===== config.mk =====
export PLATFORM = sky130hd
export DESIGN_NAME = accum_sequencer
export DESIGN_NICKNAME = d
export VERILOG_FILES = /design/src/rtl/accum_sequencer_pkg.sv /design/src/rtl/accum_sequencer_acc_core.sv /design/src/rtl/accum_sequencer.sv
export SDC_FILE = /design/constraint.sdc
export NUM_CORES = 1
export LEC_CHECK = 0
export CAP_MARGIN = 20
export CORE_ASPECT_RATIO = 0.9
export CORE_MARGIN = 4
export CORE_UTILIZATION = 55
export CTS_CLUSTER_SIZE = 12
export DETAILED_ROUTE_END_ITERATION = 8
export PLACE_DENSITY_LB_ADDON = 0.08
export SETUP_SLACK_MARGIN = 0.02
export SLEW_MARGIN = 20
export SYNTH_ARGS = -nofsm -noshare
export SYNTH_HDL_FRONTEND = slang
export SYNTH_SLANG_ARGS = --single-unit
export TNS_END_PERCENT = 30

===== constraint.sdc =====
create_clock -name iCLK -period 7.7 [get_ports iCLK]
set_clock_uncertainty 0.05 [all_clocks]
set_input_delay 1.155 -clock iCLK [delete_from_list [all_inputs] [get_ports iCLK]]
set_output_delay 1.155 -clock iCLK [all_outputs]
set_load 0.02 [all_outputs]

===== src/rtl/accum_sequencer_pkg.sv =====
// Shared types and defaults for the STFT bin accumulator sequencer.
package accum_sequencer_pkg;

  // Sequencer states: idle, summing a window, presenting a sum, frame end.
  typedef enum logic [1:0] {
    ST_IDLE = 2'd0,
    ST_ACC  = 2'd1,
    ST_HOLD = 2'd2,
    ST_DONE = 2'd3
  } state_t;

  localparam int IL_DEF   = 10;
  localparam int OL_DEF   = 10;
  localparam int NACC_DEF = 10;
  localparam int NWIN_DEF = 32;
  localparam int CW_DEF   = 4;
  localparam int WW_DEF   = 5;

  // Bits needed to index n values; never less than 1 so counters keep a width.
  function automatic int clog2(input int n);
    int r;
    r = 1;
    for (int i = 1; i < 32; i++) begin
      if ((1 << i) < n) r = i + 1;
    end
    return r;
  endfunction

endpackage


===== src/rtl/accum_sequencer_acc_core.sv =====
// Window accumulator: OL-bit register that loads, adds (wrapping) or holds.
module accum_sequencer_acc_core #(
  parameter int IL = 10,
  parameter int OL = 10
) (
  input  logic          iCLK,
  input  logic          iRSTn,
  input  logic          i_zero,
  input  logic          i_load,
  input  logic          i_add,
  input  logic [IL-1:0] i_data,
  output logic [OL-1:0] o_acc
);

  logic [OL-1:0] acc_q;
  logic [OL-1:0] acc_d;

  // Next accumulator value: zero beats load, load beats add, else hold.
  always_comb begin
    // NOTE: assigning a default first keeps every path driven, so no latch is inferred.
    acc_d = acc_q;
    if (i_zero)      acc_d = '0;
    else if (i_load) acc_d = OL'(i_data);
    else if (i_add)  acc_d = acc_q + OL'(i_data);
  end

  // Accumulator register, partial sum discarded on reset.
  always_ff @(posedge iCLK or negedge iRSTn) begin
    // NOTE: sequential state uses non-blocking assignments so all flops update together.
    if (!iRSTn) acc_q <= '0;
    else        acc_q <= acc_d;
  end

  assign o_acc = acc_q;

endmodule


===== src/rtl/accum_sequencer.sv =====
// Window sequencer for the STFT bin accumulator: groups NACC samples per
// window, presents each sum via valid/ready, and runs NWIN windows per frame.
// Optional macro ACC_ABORT_EN adds iABORT, which returns to IDLE from any state.
module accum_sequencer
  import accum_sequencer_pkg::*;
#(
  parameter int IL   = IL_DEF,
  parameter int OL   = OL_DEF,
  parameter int NACC = NACC_DEF,
  parameter int NWIN = NWIN_DEF,
  parameter int CW   = clog2(NACC),
  parameter int WW   = clog2(NWIN)
) (
  input  logic          iCLK,
  input  logic          iRSTn,
  input  logic          iSTART,
  input  logic          iVALID,
  output logic          oREADY,
  input  logic [IL-1:0] iDATA,
  output logic          oCLR,
  output logic          oACC_EN,
  output logic [CW-1:0] oCNT,
  output logic [WW-1:0] oWIN,
  output logic          oVALID,
  input  logic          iREADY,
  output logic [OL-1:0] oDATA,
  output logic          oBUSY,
  output logic          oDONE
`ifdef ACC_ABORT_EN
  ,
  input  logic          iABORT
`endif
);

  state_t        state_q, state_d;
  logic [CW-1:0] cnt_q, cnt_d;
  logic [WW-1:0] win_q, win_d;
  logic          beat;
  logic          abort;
  logic          acc_zero;

`ifdef ACC_ABORT_EN
  assign abort = iABORT;
`else
  assign abort = 1'b0;
`endif

  // Ready depends on state only, so beat never loops back through iVALID.
  assign oREADY = (state_q == ST_ACC);
  assign beat   = iVALID & oREADY;

  // Next-state, counters and accumulator strobes.
  always_comb begin
    state_d  = state_q;
    cnt_d    = cnt_q;
    win_d    = win_q;
    oCLR     = 1'b0;
    oACC_EN  = 1'b0;
    acc_zero = 1'b0;
    unique case (state_q)
      ST_IDLE: begin
        if (iSTART) begin
          state_d = ST_ACC;
          cnt_d   = '0;
          win_d   = '0;
        end
      end
      ST_ACC: begin
        if (beat) begin
          if (cnt_q == '0) oCLR    = 1'b1;
          else             oACC_EN = 1'b1;
          if (cnt_q == CW'(NACC - 1)) begin
            state_d = ST_HOLD;
            cnt_d   = '0;
          end else begin
            cnt_d = cnt_q + CW'(1);
          end
        end
      end
      ST_HOLD: begin
        if (iREADY) begin
          if (win_q == WW'(NWIN - 1)) begin
            state_d = ST_DONE;
          end else begin
            state_d = ST_ACC;
            win_d   = win_q + WW'(1);
          end
        end
      end
      ST_DONE: begin
        state_d = ST_IDLE;
        win_d   = '0;
      end
      default: state_d = ST_IDLE;
    endcase
    // Abort wins over start and beats: drop everything and go idle.
    if (abort) begin
      state_d  = ST_IDLE;
      cnt_d    = '0;
      win_d    = '0;
      oCLR     = 1'b0;
      oACC_EN  = 1'b0;
      acc_zero = 1'b1;
    end
  end

  // State and counter registers.
  always_ff @(posedge iCLK or negedge iRSTn) begin
    if (!iRSTn) begin
      state_q <= ST_IDLE;
      cnt_q   <= '0;
      win_q   <= '0;
    end else begin
      state_q <= state_d;
      cnt_q   <= cnt_d;
      win_q   <= win_d;
    end
  end

  accum_sequencer_acc_core #(
    .IL (IL),
    .OL (OL)
  ) u_acc (
    .iCLK   (iCLK),
    .iRSTn  (iRSTn),
    .i_zero (acc_zero),
    .i_load (oCLR),
    .i_add  (oACC_EN),
    .i_data (iDATA),
    .o_acc  (oDATA)
  );

  assign oCNT   = cnt_q;
  assign oWIN   = win_q;
  assign oVALID = (state_q == ST_HOLD);
  assign oBUSY  = (state_q != ST_IDLE);
  assign oDONE  = (state_q == ST_DONE);

endmodule

==> results of run 1 <==
==> worst min path at each step <==
stage,start,endpoint,slack (ns),cells after the start
after floorplan,state_q[0]$_DFFE_PN0P_,state_q[0]$_DFFE_PN0P_,0.49,2
after global placement,u_acc.o_acc[6]$_DFFE_PN0P_,u_acc.o_acc[6]$_DFFE_PN0P_,0.44,2
after detailed placement,u_acc.o_acc[4]$_DFFE_PN0P_,u_acc.o_acc[4]$_DFFE_PN0P_,0.46,2
after CTS,u_acc.o_acc[4]$_DFFE_PN0P_,u_acc.o_acc[4]$_DFFE_PN0P_,0.48,2
after global routing,u_acc.o_acc[4]$_DFFE_PN0P_,u_acc.o_acc[4]$_DFFE_PN0P_,0.51,2
final,u_acc.o_acc[6]$_DFFE_PN0P_,u_acc.o_acc[6]$_DFFE_PN0P_,0.48,2
==> tightest hold or removal path, stage by stage, from the launching register on <==
cell	delay [ns]
dfrtp_1	0.38
nand2_1	0.05
o21ai_0	0.07
==> state kept, by name (all words and copies together) (netlist names) <==
signal	cells
state_q	2
oWIN	32
oCNT	32
u_acc.o_acc	10
==> power groups by stage <==
stage                     registers (mW)  logic (mW)  clock network [mW]
final                              0.488       0.574               0.320
after CTS                          0.487       0.576               0.325
after global routing               0.495       0.637               0.345
after detailed placement           0.495       0.573                   0
after floorplan                    0.515       0.369                   0
after global placement             0.492       0.558                   0
==> cells in the final DEF, fill, tap and decap left out, types with 2 or more instances in the layout <==
master,count
and4_1,5
and2_1,4
xor2_1,42
clkbuf_8,10
dfrtp_1,76
nand2b_1,2
o31ai_1,4
or3_1,4
or2_1,2
nand4_1,21
o21ai_0,23
ha_1,13
or4_1,3
mux2i_1,8
inv_1,13
clkinv_4,3
a211oi_1,2
buf_4,2
nand3b_1,2
and3_1,5
nor4_1,14
nand3_1,26
nor2b_1,2
xnor2_1,15
nand2_1,54
nor2_1,75
nor4_2,2
o21ai_1,5
o31a_1,2
clkdlybuf4s50_1,93
nor3_1,10
a21o_1,3
o211ai_1,3
a21oi_1,13
==> kinds of logic (layout without fill, tap and decap cells) <==
group / after synthesis / count (layout) / share of synthesized area (%)
mux: 8 / 8 / 1.87
fa+ha+maj: 14 / 14 / 4.26
simple gates: 236 / 236 / 26.9
compound gates: 61 / 61 / 8.38
buf+inv: 28 / 124 / 2.57
flops: 76 / 76 / 44.4
xor+xnor: 57 / 57 / 11.7
==> layout make-up <==
cell class              count  area, sq um
multi-input cells         376         2270
flip-flops and latches     76         1900
inverters                  13         48.8
repair buffers             95          946
well taps                  96          120
clock buffers              10          138
fillers                   626         2050
clock inverters             6         72.6
==> per-layer routing <==
metal	up-vias	global-route usage, %
li1	1859	-
met1	1852	33.1
met2	118	38.3
met3	7	5.78
met4	0	4.98
met5	-	0
==> metrics by stage <==
stage	utilization [%]	std cells
CTS	72.9	672
global placement	70.1	656
global route	72.9	672
finish	72.9	672
detailed placement	70.1	656
floorplan	-	480
==> parameters.txt, run 1 <==
Parameter                              Value

Timing
  Fmax achieved ... 236 MHz
  Endpoints failing hold ... 0
  Number of endpoints failing setup at the final stage ... 0
  Accumulated negative setup slack ... 0 ns
  Setup repair after global routing missed its margin ... no
  Worst hold margin ... 0.482 ns
  Period utilisation layout ... between 50% and 60%
  Slew of the pin with the lowest slew margin ... 0.970 ns
  Slew Limit Headroom ... 35.3%
  Max Transition Viols Final ... 0
  Clock period minus final worst setup slack ... 4.25 ns
  Final WS setup ... roughly 3.5 ns

Routing
  Via density per instance ... 5.71
  Total routed wire length on the met1 layer ... approximately 4900 um
  Via count ... between 3k and 4k
  Number of routed nets with antenna violations ... 0
  TritonRoute pass-1 iters ... 5
  DRC violation count after routing ... 0
  Highest routed metal layer ... met4
  Detailed route wirelength on metal2 ... 5010 um
  Drt initial violations ... about 210
  Detailed route wirelength on metal3 ... 694 um
  Drt total wl ... 10700 um
  Detail-routed net length per standard cell ... between 15 and 20 um

Worst hold path
  Hold crit path type ... reg -> reg

Logic synthesis
  Part of the Yosys area used for sequential elements ... about 44%
  Cell type contributing the most total cell area after synthesis ... dfrtp_1
  Cell with the most instances after synthesis ... dfrtp_1
  Number of synthesized flops with an enable pin ... 0
  Post-Syn Instances ... 480
  Area share of the largest cell type after synthesis ... about 44%
  Asr flop ratio synth ... 100%
  Synth Register Bits ... 76
  Synth top area cells ... dfrtp_1, xor2_1, nor2_1, nand2_1, ha_1
  Number of distinct library cells after synthesis ... 45
  Number of nets produced by synthesis ... slightly above 500
  Flip-flop cell with the highest count after synthesis ... dfrtp_1
  Synthesized cell area ... around 4300 sq um
  Average footprint of a synthesized cell ... ~9 sq um
  Most frequent cells after synthesis ... dfrtp_1, nor2_1, nand2_1, xor2_1, nand3_1
  Number of warnings issued by yosys ... 0

Critical path
  Family of cells with the greatest summed delay on the critical path ... simple AND/OR/NAND/NOR gates
  Endpoint of the worst register-to-register path ... u_acc.o_acc[9]$_DFFE_PN0P_
  Worst Reg-to-Reg Cells ... 6
  Data arrival at the endpoint of the critical path ... 3.04 ns
  Critical-path maximum fanout ... 16
  Critical path endpoint category ... output pin
  Crit path to ... oACC_EN
  Req. time, crit path ... between 6 and 7 ns
  Origin of the critical flop-to-flop path ... oCNT[12]$_DFFE_PN0P_
  Worst-path cell chain ... nor4_1 -> nand4_1 -> or4_1 -> and2_1 -> clkdlybuf4s50_1
  Path length in cells of the critical path ... 5
  R2r setup slk ... a little over 5 ns
  Cell with the largest stage delay on the worst path ... or4_1
  CP Class ... reg -> out
  Category of the worst setup path launch point ... flip-flop
  Maximum cell stage delay along the critical path ... 0.86 ns
  Source of the critical timing path ... oCNT[12]$_DFFE_PN0P_
  CP Buf/Inv Count ... 1

Clock network
  Clock insertion delay at the later pin of the skew report ... ~0.35 ns
  Number of buffers added by the clock tree synthesis step ... 9
  TritonCTS clock tree ... done
  Clock root buffer ... clkbuf_8
  Clock input transition at the sequential cells of the worst setup and hold paths ... 0.09 ns
  Post-cts gate resize count ... 0
  Count of buffers added by post-CTS timing repair for setup ... 0
  Deepest level of the CTS H-tree ... 3
  Clock sinks ... 76
  Buffer depth of the longest clock path ... 2
  Number of hold-repair buffers added at the cts stage ... 0

Global route
  Total overflow reported by the global router ... 0
  Total Routing Usage GR ... between 20% and 30%
  Antenna violations before repair ... 0
  Via count of the first global-routing pass ... roughly 3.8k
  First-pass GRT wire length ... approximately 18000 um
  Maximum number of pins on one net before global-route repair ... 77

Die
  Number of top-level pins ... 95
  Placeable core area ... roughly 7500 sq um
  Vertical extent of the die ... just over 90 um
  Die Footprint ... roughly 9300 sq um
  Horiz. Die Dim ... slightly above 100 um
  Floorplan row count ... 30
  Initial core utilization ... between 50 and 60%

Pwr
  Seq pwr share ... a little over a third
  Total internal power ... 830 uW
  Switching power ... ~550 uW
  Comb pwr share ... between 40 and 50%
  VDD IR-drop max ... about 0.00014 V
  Fraction of power spent switching nets ... around 40%
  Pwr Density ... around 250 nW/um^2
  Leakage ... 2.34 nW
  Post-layout total power ... between 1 and 1.5 mW
  Clk pwr share ... 23.2%

Layout
  Number of nets in the final layout ... 600
  Number of inserted diodes ... 0
  Layout cells sized above 1 ... roughly 3.8%
  Post-route cell area ... between 5000 and 6000 sq um
  Layout-stage area growth over the synthesis result ... 28.4%

Placement
  Final Wtd Congestion ... roughly 0.82
  Post-DP Area ... between 5000 and 6000 sq um
  Port Buffer Count ... 94
  HPWL after detailed placement ... 7530 um
  Worst setup timing slack at the placement stage ... between 3 and 4 ns

Run status
  Result of the run ... completed

Run
  Max-cap violations ... 0
Power figures use the tool's default switching activity.
==> run 2, diff against run 1 <==
--- a/config.mk
+++ b/config.mk
@@ -8,7 +8,7 @@
 export CAP_MARGIN = 20
 export CORE_ASPECT_RATIO = 0.9
 export CORE_MARGIN = 4
-export CORE_UTILIZATION = 55
+export CORE_UTILIZATION = 51
 export CTS_CLUSTER_SIZE = 12
 export DETAILED_ROUTE_END_ITERATION = 8
 export PLACE_DENSITY_LB_ADDON = 0.08
==> constraint.sdc (replaced) <==
create_clock -name iCLK -period 4.2 [get_ports iCLK]
set_clock_uncertainty 0.05 [all_clocks]
set_input_delay 0.63 -clock iCLK [delete_from_list [all_inputs] [get_ports iCLK]]
set_output_delay 0.63 -clock iCLK [all_outputs]
set_load 0.02 [all_outputs]
==> run 2 against run 1 <==
Sequential power grew 81%. Routed wire length decreased by 0.82%. Non-clock buffer count is the same. Final area up 1.0%. Die area grew 7.2%. Via count is 1.4% lower. Critical path depth did not move. Count of clock-buffer cells in the layout unchanged.
==> parameters.txt, run 2 (synthesis gave the netlist of run 1 again) <==
Parameter                              Value

Clock network
  Clock insertion delay at the later pin of the skew report ... 0.35 ns (about the same)
  Clock root buffer ... clkbuf_8
  Buffer depth of the longest clock path ... 2 (unchanged)
  Deepest level of the CTS H-tree ... 3 (unchanged)
  TritonCTS clock tree ... done
  Post-cts gate resize count ... 0 (unchanged)
  Count of buffers added by post-CTS timing repair for setup ... 0 (unchanged)
  Clock sinks ... 76 (unchanged)
  Number of buffers added by the clock tree synthesis step ... 9 (unchanged)
  Clock input transition at the sequential cells of the worst setup and hold paths ... 0.08 ns (about the same)
  Number of hold-repair buffers added at the cts stage ... 0 (unchanged)

Placement
  Final Wtd Congestion ... 0.835 (+2.4%)
  HPWL after detailed placement ... 7470 um (-0.80%)
  Port Buffer Count ... 94 (unchanged)

Routing
  Via count ... 3781 (-1.4%)
  Detail-routed net length per standard cell ... 15.7 um (-1.3%)
  Drt initial violations ... 143 (-33%)
  TritonRoute pass-1 iters ... 4 (-1)
  Number of routed nets with antenna violations ... 0 (unchanged)
  Via density per instance ... 5.60 (-1.9%)
  DRC violation count after routing ... 0 (unchanged)
  Drt total wl ... 10600 um (-0.82%)

Global route
  Via count of the first global-routing pass ... 3739 (-1.8%)
  Maximum number of pins on one net before global-route repair ... 77 (unchanged)
  Antenna violations before repair ... 0 (unchanged)
  Total overflow reported by the global router ... 0 (unchanged)
  First-pass GRT wire length ... 17700 um (-2.0%)
  Total Routing Usage GR ... 22.1% (-1.8 points)

Die
  Floorplan row count ... 31 (+3.3%)
  Vertical extent of the die ... 95.0 um (+3.5%)
  Placeable core area ... 8110 sq um (+7.4%)
  Die Footprint ... 9930 sq um (+7.2%)
  Horiz. Die Dim ... 105 um (+3.5%)
  Number of top-level pins ... 95 (unchanged)
  Initial core utilization ... 52.8% (-3.9 points)

Critical path
  Endpoint of the worst register-to-register path ... u_acc.o_acc[9]$_DFFE_PN0P_
  R2r setup slk ... 1.53 ns (-3.51 ns)
  Worst Reg-to-Reg Cells ... 6 (unchanged)
  Worst-path cell chain ... nor4_1 -> nand4_1 -> or4_1 -> and2_1 -> clkdlybuf4s50_1
  Req. time, crit path ... 3.52 ns (-2.97 ns)
  Origin of the critical flop-to-flop path ... oCNT[25]$_DFFE_PN0P_
  Category of the worst setup path launch point ... flip-flop
  CP Class ... reg -> out
  Critical-path maximum fanout ... 16 (unchanged)
  Cell with the largest stage delay on the worst path ... or4_1
  Maximum cell stage delay along the critical path ... 0.80 ns (-0.06 ns)
  Data arrival at the endpoint of the critical path ... 3.05 ns (about the same)
  Source of the critical timing path ... oCNT[25]$_DFFE_PN0P_
  Critical path endpoint category ... output pin

Run
  Max-cap violations ... 0 (unchanged)

Timing
  Endpoints failing hold ... 0 (unchanged)
  Slew Limit Headroom ... 31.1% (-4.2 points)
  Fmax achieved ... around 270 MHz
  Max Transition Viols Final ... 0 (unchanged)
  Slew of the pin with the lowest slew margin ... 1.02 ns (+0.0537 ns)
  Accumulated negative setup slack ... 0 ns (unchanged)
  Setup repair after global routing missed its margin ... no
  Number of endpoints failing setup at the final stage ... 0 (unchanged)
  Worst hold margin ... 0.369 ns (-0.113 ns)
  Period utilisation layout ... just under 90%
  Clock period minus final worst setup slack ... 3.73 ns

Layout
  Number of inserted diodes ... 0 (unchanged)
  Number of nets in the final layout ... 600 (unchanged)
  Commonest non-fill, non-tap cells in the layout ... clkdlybuf4s50_1, dfrtp_1, nor2_1, nand2_1, xor2_1
  Fraction of the core area covered by cells at the end of the flow ... 68.5% (-4.3 points)
  Commonest non-fill, non-tap cell in the layout ... clkdlybuf4s50_1
  Layout-stage area growth over the synthesis result ... 29.7%
  Layout cells sized above 1 ... 3.65% (-0.17 points)

Pwr
  Leakage ... 2.36 nW (+1.0%)
  Pwr Density ... 482 nW/um^2 (+92%)
  VDD IR-drop max ... 0.000190 V (+40%)

Worst hold path
  Hold crit path type ... in -> async

Run status
  Result of the run ... completed
-- run 2: power by group --
part / total (mW) / switching [mW] / internal [mW]
combinational: 1.06 / 0.632 / 0.426
sequential: 0.885 / 0.0840 / 0.801
clock: 0.736 / 0.280 / 0.456
-- run 2: worst max path at each step --
stage,to,depth (start not counted),slack [ns]
after global routing,oACC_EN,5,0.31
after detailed placement,oACC_EN,5,0.86
final,oACC_EN,5,0.47
after global placement,oACC_EN,5,0.90
after CTS,oACC_EN,5,0.47
after floorplan,oCLR,6,1.41
-- run 2: cell type report --
cell class / count / area [sq um]
Clock buffer: 10 / 128
Fill cell: 644 / 2550
Tap cell: 99 / 124
Sequential cell: 76 / 1900
Multi-Input combinational cell: 376 / 2270
Clock inverter: 6 / 136
Timing Repair Buffer: 95 / 946
Inverter: 13 / 48.8
-- run 2: critical path: cells and delay by family (launching register included) --
family,cells,cell delay (ns)
and+or+nand+nor,4,1.71
buffers and inverters,1,0.53
DFF,1,0.45
-- run 2: through the flow --
stage / instance area, sq um / std cells / power (mW) / setup WS (ns)
5_1_grt: 5560 / 675 / 2.85 / 0.309
6_report: 5560 / 675 / 2.68 / 0.468
3_3_place_gp: 5290 / 659 / 1.93 / 0.901
3_5_place_dp: 5290 / 659 / 1.96 / 0.862
4_1_cts: 5560 / 675 / 2.70 / 0.474
2_1_floorplan: 4280 / 480 / 1.62 / 1.41
-- run 2: layer usage --
metal,GRT usage (%),vias up,routed length [um]
li1,-,1851,-
met1,29.5,1825,5000
met2,35.7,95,4870
met3,5.60,10,593
met4,6.56,0,104
met5,0,-,0
